==> config.mk <==
export PLATFORM = sky130hd
export DESIGN_NAME = register_file
export DESIGN_NICKNAME = d
export VERILOG_FILES = /design/src/rtl/register_file.sv
export SDC_FILE = /design/constraint.sdc
export NUM_CORES = 2
export LEC_CHECK = 0
export BUFFER_PORTS_ARGS = -buffer_cell sky130_fd_sc_hd__clkbuf_2
export CELL_PAD_IN_SITES_DETAIL_PLACEMENT = 2
export CELL_PAD_IN_SITES_GLOBAL_PLACEMENT = 2
export CORE_MARGIN = 1.5
export CORE_UTILIZATION = 47
export CTS_CLUSTER_SIZE = 30
export DETAILED_ROUTE_END_ITERATION = 6
export GPL_TIMING_DRIVEN = 1
export HOLD_SLACK_MARGIN = 0.06
export PLACE_DENSITY_LB_ADDON = 0.08
export SYNTH_ARGS = -nofsm -noshare
export SYNTH_HDL_FRONTEND = slang
export SYNTH_SLANG_ARGS = --single-unit
==> constraint.sdc <==
create_clock -name Clk -period 2.05 [get_ports Clk]
set_clock_uncertainty 0.15 [all_clocks]
set_input_delay 0 -clock Clk [delete_from_list [all_inputs] [get_ports Clk]]
set_output_delay 0 -clock Clk [all_outputs]
set_load 0.01 [all_outputs]
==> src/rtl/register_file.sv <==
// register_file -- 2**ADDR_W x DATA_W register file, two combinational read
// ports and one synchronous write port. Register 0 is hardwired to zero.
//
// Ports:
//   Clk                     rising-edge clock for all writes
//   Reset_n                 async active-low reset; clears every register
//   Read_Reg1 / Read_Reg2   read addresses
//   Read_Data1 / Read_Data2 read data (ALU operands A / B)
//   Write_Reg, Write_Data   write address / data
//   Reg_Write               write enable
//
// Build option:
//   REGFILE_BYPASS_EN  when defined, a read of the address being written in
//                      the same cycle returns Write_Data combinationally.
//                      When undefined, reads see array contents only (old
//                      value before the edge, new value after).

module register_file_cell #(
  parameter int DATA_W = 32
) (
  input  logic              Clk,
  input  logic              Reset_n,
  input  logic              we,
  input  logic [DATA_W-1:0] d,
  output logic [DATA_W-1:0] q
);
  always_ff @(posedge Clk or negedge Reset_n) begin
    if (!Reset_n)  q <= '0;
    else if (we)   q <= d;
  end
endmodule

module register_file #(
  parameter int DATA_W = 32,
  parameter int ADDR_W = 5
) (
  input  logic              Clk,
  input  logic              Reset_n,
  input  logic [ADDR_W-1:0] Read_Reg1,
  input  logic [ADDR_W-1:0] Read_Reg2,
  input  logic [ADDR_W-1:0] Write_Reg,
  input  logic [DATA_W-1:0] Write_Data,
  input  logic              Reg_Write,
  output logic [DATA_W-1:0] Read_Data1,
  output logic [DATA_W-1:0] Read_Data2
);
  localparam int NREG = 2**ADDR_W;

  logic [DATA_W-1:0] regs_q [NREG];

  // Register 0 has no storage; it is a constant zero on the read side.
  assign regs_q[0] = '0;

  generate
    for (genvar i = 1; i < NREG; i++) begin : g_reg
      register_file_cell #(.DATA_W(DATA_W)) u_cell (
        .Clk     (Clk),
        .Reset_n (Reset_n),
        .we      (Reg_Write && (Write_Reg == ADDR_W'(i))),
        .d       (Write_Data),
        .q       (regs_q[i])
      );
    end
  endgenerate

`ifdef REGFILE_BYPASS_EN
  logic byp_ok;
  assign byp_ok = Reg_Write && (Write_Reg != '0);
`endif

  // The array is already zero during reset; the explicit gate also keeps the
  // bypass path from leaking Write_Data while Reset_n is low.
  always_comb begin
    Read_Data1 = regs_q[Read_Reg1];
    Read_Data2 = regs_q[Read_Reg2];
`ifdef REGFILE_BYPASS_EN
    if (byp_ok && (Write_Reg == Read_Reg1)) Read_Data1 = Write_Data;
    if (byp_ok && (Write_Reg == Read_Reg2)) Read_Data2 = Write_Data;
`endif
    if (!Reset_n) begin
      Read_Data1 = '0;
      Read_Data2 = '0;
    end
  end

endmodule

## Word level (Yosys, flattened, before mapping)

Index checks and enable logic that the tools add are counted.

| cells by class | value |
|---|---|
| magnitude comparators | 2 |
| equal/unequal tests | 31 |
| muxes and demuxes | 8 |
| bitwise gates (word level) | 2 |
| reductions and logical operators | 31 |

Operator list:

| cell | count |
|---|---|
| $bmux 32 s5 | 2 |
| $mux 32 | 6 |
| $eq 5x5->1 const B | 16 |
| $eq 5x4->1 const B | 8 |
| $logic_and 1x1->1 | 31 |
| $eq 5x3->1 const B | 4 |
| $ge 6x6->1 const B | 2 |
| $not 5->6 | 2 |
| $eq 5x2->1 const B | 2 |
| $eq 5x1->1 const B | 1 |

| word-level totals | value |
|---|---|
| output and inout bits | 64 |
| logic and storage cells | 105 |
| bits in registers | 992 |
| input bits | 50 |

## Logic depth before layout (Yosys ltp)

| logic depth | value |
|---|---|
| depth after elaboration | 5 |
| gate-level depth with buffers | 8 |
| mapped depth without buffers | 4 |

## Modules after synthesis

From an unflattened synthesis, not the netlist that was laid out.

| second synthesis, totals | value |
|---|---|
| cells, all modules | 3711 |
| area, all modules | 58871.5 um2 |

By module, submodules not included:

| module | cells an instance | sequential area each (um2) | area an instance (um2) | instances |
|---|---|---|---|---|
| register_file_cell | 68 | 800.8 | 1345.0 | 31 |
| register_file | 1603 | 0.0 | 17175.2 | 1 |

## Worst setup path before layout

Ideal clock, no wire load.

| timing path | value |
|---|---|
| path kind | in2out |
| start | in Read_Reg1[0] |
| end | out Read_Data1[21] |
| stages on the path | 7 |
| buffers on the path | 3 |
| required time | 1.900 ns |
| arrival time | 1.526 ns |
| path slack | 0.374 ns |
| path through | buf_6 buf_4 buf_2 mux4_2 a22oi_1 nand4_1 o311a_1 |

| between the ends | value |
|---|---|
| cells in the longest elaborated chain, start to end | 5 |

RTL lines:

| what | line | text |
|---|---|---|
| start, declared | 39 | `input logic [ADDR_W-1:0] Read_Reg1,` |
| $not 5->6 (not written as such) | 74 | `Read_Data1 = regs_q[Read_Reg1];` |
| $bmux 32 s5 | 74 |  |
| $mux 32 (not written as such) (2 in a row) | 74 |  |
| $mux 32 | 80 | `if (!Reset_n) begin` |
| end, declared | 44 | `output logic [DATA_W-1:0] Read_Data1,` |

No other way between the ends. The select of a mux whose other input is x is not followed.

## Worst setup path after layout

| timing path | value |
|---|---|
| start | reg g_reg[22].u_cell.q[9] |
| end | out Read_Data1[9] |

| between the ends | value |
|---|---|
| cells in the longest elaborated chain, start to end | 4 |

RTL lines:

| what | line | text |
|---|---|---|
| start, declared | 25 | `output logic [DATA_W-1:0] q` |
| start signal, assigned | 28 | `if (!Reset_n) q <= '0;` |
| start signal, assigned | 29 | `else if (we) q <= d;` |
| $bmux 32 s5 | 74 |  |
| $mux 32 (not written as such) (2 in a row) | 74 |  |
| $mux 32 | 80 |  |

No other way between the ends. The select of a mux whose other input is x is not followed.

==> results.txt <==
----------------------------------------------------
[STA]
  Maximum achievable frequency ... 364 MHz
  Period utilisation layout ... 1.34
  Min cycle time layout ... 2.75 ns
  Actual slew at the worst max-slew pin ... approximately 1.1 ns
  Setup repair after global routing missed its margin ... true
  Final hold violation count ... 49
  Count of endpoints failing setup in the final report ... a little over 80
  Slew margin rel. ... 0.270
  Hold WS ... -0.0203 ns
  Worst Setup Slack, final ... -0.699 ns
  Slew Viols, Final ... 0

[Synthesis]
  Area of the mapped netlist ... 0.0534 mm^2
  Top-count cell post-synth ... mux2_2
  Sequential area share after synthesis ... 0.465
  Number of flip-flops and latches in the synthesized netlist ... 992
  Count of unique library cells instantiated by Yosys ... 37
  Post-synth EDFFs ... 0
  FFs w/ async S/R, synth ... 1.00
  Library cell with the largest summed area after synthesis ... dfrtp_1
  Synth Flop Type ... dfrtp_1
  Number of standard cells after synthesis ... approximately 3600
  Number of nets produced by synthesis ... 3685
  Cell types with the highest counts after synthesis ... 1049 x mux2_2, 992 x dfrtp_1, 419 x mux4_2, 211 x clkbuf_1, 130 x buf_2
  Top-area cell type share of the netlist area ... 0.465
  Avg Inst Size Synth ... 14.7 um^2
  Warnings, synthesis ... 0
  Top cells by area, synth ... dfrtp_1 46%, mux2_2 22%, mux4_2 18%

[Clock tree]
  Number of buffers created by CTS ... 115
  Deepest clock path buffer count ... 3
  Clk Tree Root Cell ... clkbuf_16
  Clock input transition at the sequential cells of the worst setup and hold paths ... 0.08 ns
  Worst-Skew Late Latency ... 0.71 ns
  Clock tree from TritonCTS ... yes
  Number of clock sinks seen by CTS ... 992
  CTS Hold Buffers Added ... between 50 and 60
  # H-tree levels ... 3

[Setup path]
  Start of the worst register-to-register path ... g_reg[23].u_cell.q[27]
  Minimum setup slack among reg-to-reg paths ... around 0.7 ns
  Setup Crit Path Kind ... reg -> out
  Register-to-Register Path Depth ... 4
  Nature of the critical path startpoint ... flop
  Critical path arrival ... around 2.6 ns
  CP Capture Type ... output pin
  Top fanout value on the critical path ... 3
  Endpoint of the lowest-slack register-to-register path ... g_reg[23].u_cell.q[27]
  Data required time of the worst path ... 1.90 ns

[Power]
  Power per unit of standard cell area ... between 900 and 1000 mW/mm^2
  Worst IR Drop VDD ... 0.830 mV
  LEAKAGE ... 28.0 nW

[Layout]
  Layout net count ... about 4000
  Register bank with the most flops ... g.u_cell.q
  Final design area excluding fillers ... roughly 0.065 mm^2
  Area taken by flip-flops and latches ... 0.0248 mm^2
  Number of flip-flops under the largest register name ... 992
  Area growth from synthesis to layout ... 21.0%
  End-of-flow core utilization ... 0.574
  Final Instance Count excl. Fillers ... 5557
  Regs by FF count ... g.u_cell.q: 992 flops
  Layout cells sized above 1 ... 0.595
  FILL cells ... 9709
  Area taken by multi-input logic gates ... 0.0278 mm^2

[Die]
  Total Die Area ... 0.116 mm^2
  Starting utilization of the core area ... 0.474
  Standard-cell rows ... 123
  Die span in y ... around 340 um
  Number of top-level design ports ... 114
  Die width ... about 340 um
  Area of the placeable core ... 0.113 mm^2

[Global route]
  Number of global-route vias before repair ... 43411
  Pin count of the biggest net entering global routing ... 75
  Remaining Overflow, GRT ... 0
  Total track usage ... 0.381
  Antenna violations before repair ... 10
  Global-route wire length before repair ... 320000 um

[Placed design]
  Final weighted congestion of routability-driven global placement ... 0.834
  Final HPWL from detailed placement ... 130000 um
  Port Buffers ... 113
  Placed cell count ... 5170
  Placed instance area ... 0.0581 mm^2

[Detailed routing]
  Count of antenna-violating nets left after detailed routing ... 0
  Wirelength per Cell ... 40.7 um
  Remaining routing DRC violations ... 2
  Total via count after detailed routing ... 38405
  Total wire length ... 226000 um
  Detailed-routing iteration count for the pre-antenna-repair pass ... 7
  Via density per instance ... approximately 7
  Initial DRC Count ... approximately 3300

[Status]
  Status ... complete, but fails checks
  Failing checks ... design-rule violations, negative hold slack, negative setup slack

[Min path]
  Worst hold path class ... in -> async

[Run]
  Maximum Capacitance Violations ... 0

----------------------------------------------------
timing repair:
item,in CTS,in global routing
pin swaps,108,31
gates cloned,0,3
endpoints found under the hold margin,1984,88
setup endpoints to repair,64,121
buffers inserted,87,27
gates resized for setup,133,89
layer usage:
metal	vias up	GRT usage	part of all wire
li1	14750	-	-
met1	21076	0.487	0.38
met2	1876	0.627	0.48
met3	697	0.0688	0.071
met4	6	0.189	0.062
met5	-	0	0.00017
report_power, final:
| part | total [mW] | switching, mW | internal, mW |
|---|---|---|---|
| combinational | 14.4 | 6.25 | 8.18 |
| sequential | 27.0 | 3.58 | 23.4 |
| clock | 21.8 | 9.03 | 12.8 |
cells by family (layout without fill, tap and decap cells):
kind of cell	count (synthesis)	count (layout)	share of synthesized area
other	0	4	0
buffers and inverters	409	827	0.0341
AO/OA/AOI/OAI	254	254	0.0394
multiplexers	1600	1600	0.423
AND/OR/NAND/NOR	380	380	0.0389
flip-flops	992	992	0.465
critical path, cell delays in order, from the launching register on:
cell      delay (ns)
dfrtp_1         0.41
mux4_2          0.49
a22oi_1         0.27
nand4_1         0.22
o311a_1         0.30
clkbuf_2        0.18
layout by cell type, fill, tap and decap left out, drive strengths merged, types with 30 or more instances in the layout:
| cell | n |
|---|---|
| mux2i | 125 |
| a22oi | 30 |
| mux2 | 1056 |
| mux4 | 419 |
| nand2 | 77 |
| a221oi | 63 |
| nand3b | 37 |
| o22a | 30 |
| nand3 | 37 |
| dfrtp | 992 |
| a21oi | 32 |
| o31a | 32 |
| clkbuf | 266 |
| o311a | 30 |
| nand4 | 32 |
| o221ai | 32 |
| nor2b | 100 |
| nor3 | 65 |
| dlygate4sd3 | 45 |
| buf | 475 |
per-stage QoR:
step / power [mW] / setup TNS, ns / setup slack (ns)
after floorplan: 34.5 / 0 / 0.374
after detailed placement: 39.2 / -1.52 / -0.159
after global routing: 65.2 / -33.13 / -0.735
after global placement: 37.8 / -0.850 / -0.245
after CTS: 62.1 / -28.97 / -0.664
final: 63.2 / -30.04 / -0.699
worst max-delay path by stage:
stage | startpoint | to | slack (ns) | cells past startpoint
global route | g_reg[22].u_cell.q[16] | Read_Data1[16] | -0.74 | 5
CTS | g_reg[23].u_cell.q[16] | Read_Data1[16] | -0.66 | 5
floorplan | Read_Reg1[0] | Read_Data1[21] | 0.37 | 7
global placement | Read_Reg1[0] | Read_Data1[29] | -0.25 | 7
detailed placement | Read_Reg1[0] | Read_Data1[29] | -0.16 | 7
finish | g_reg[22].u_cell.q[9] | Read_Data1[9] | -0.70 | 5
cell type report:
| class | instances | area share |
|---|---|---|
| Clock inverter | 40 | 0.00796 |
| Sequential cell | 992 | 0.384 |
| Clock buffer | 174 | 0.0527 |
| Timing Repair Buffer | 613 | 0.0953 |
| Tap cell | 1500 | 0.0290 |
| Multi-Input combinational cell | 2234 | 0.431 |
| Antenna cell | 4 | 0.000155 |
Note: power is estimated with default switching activity, not from simulation.
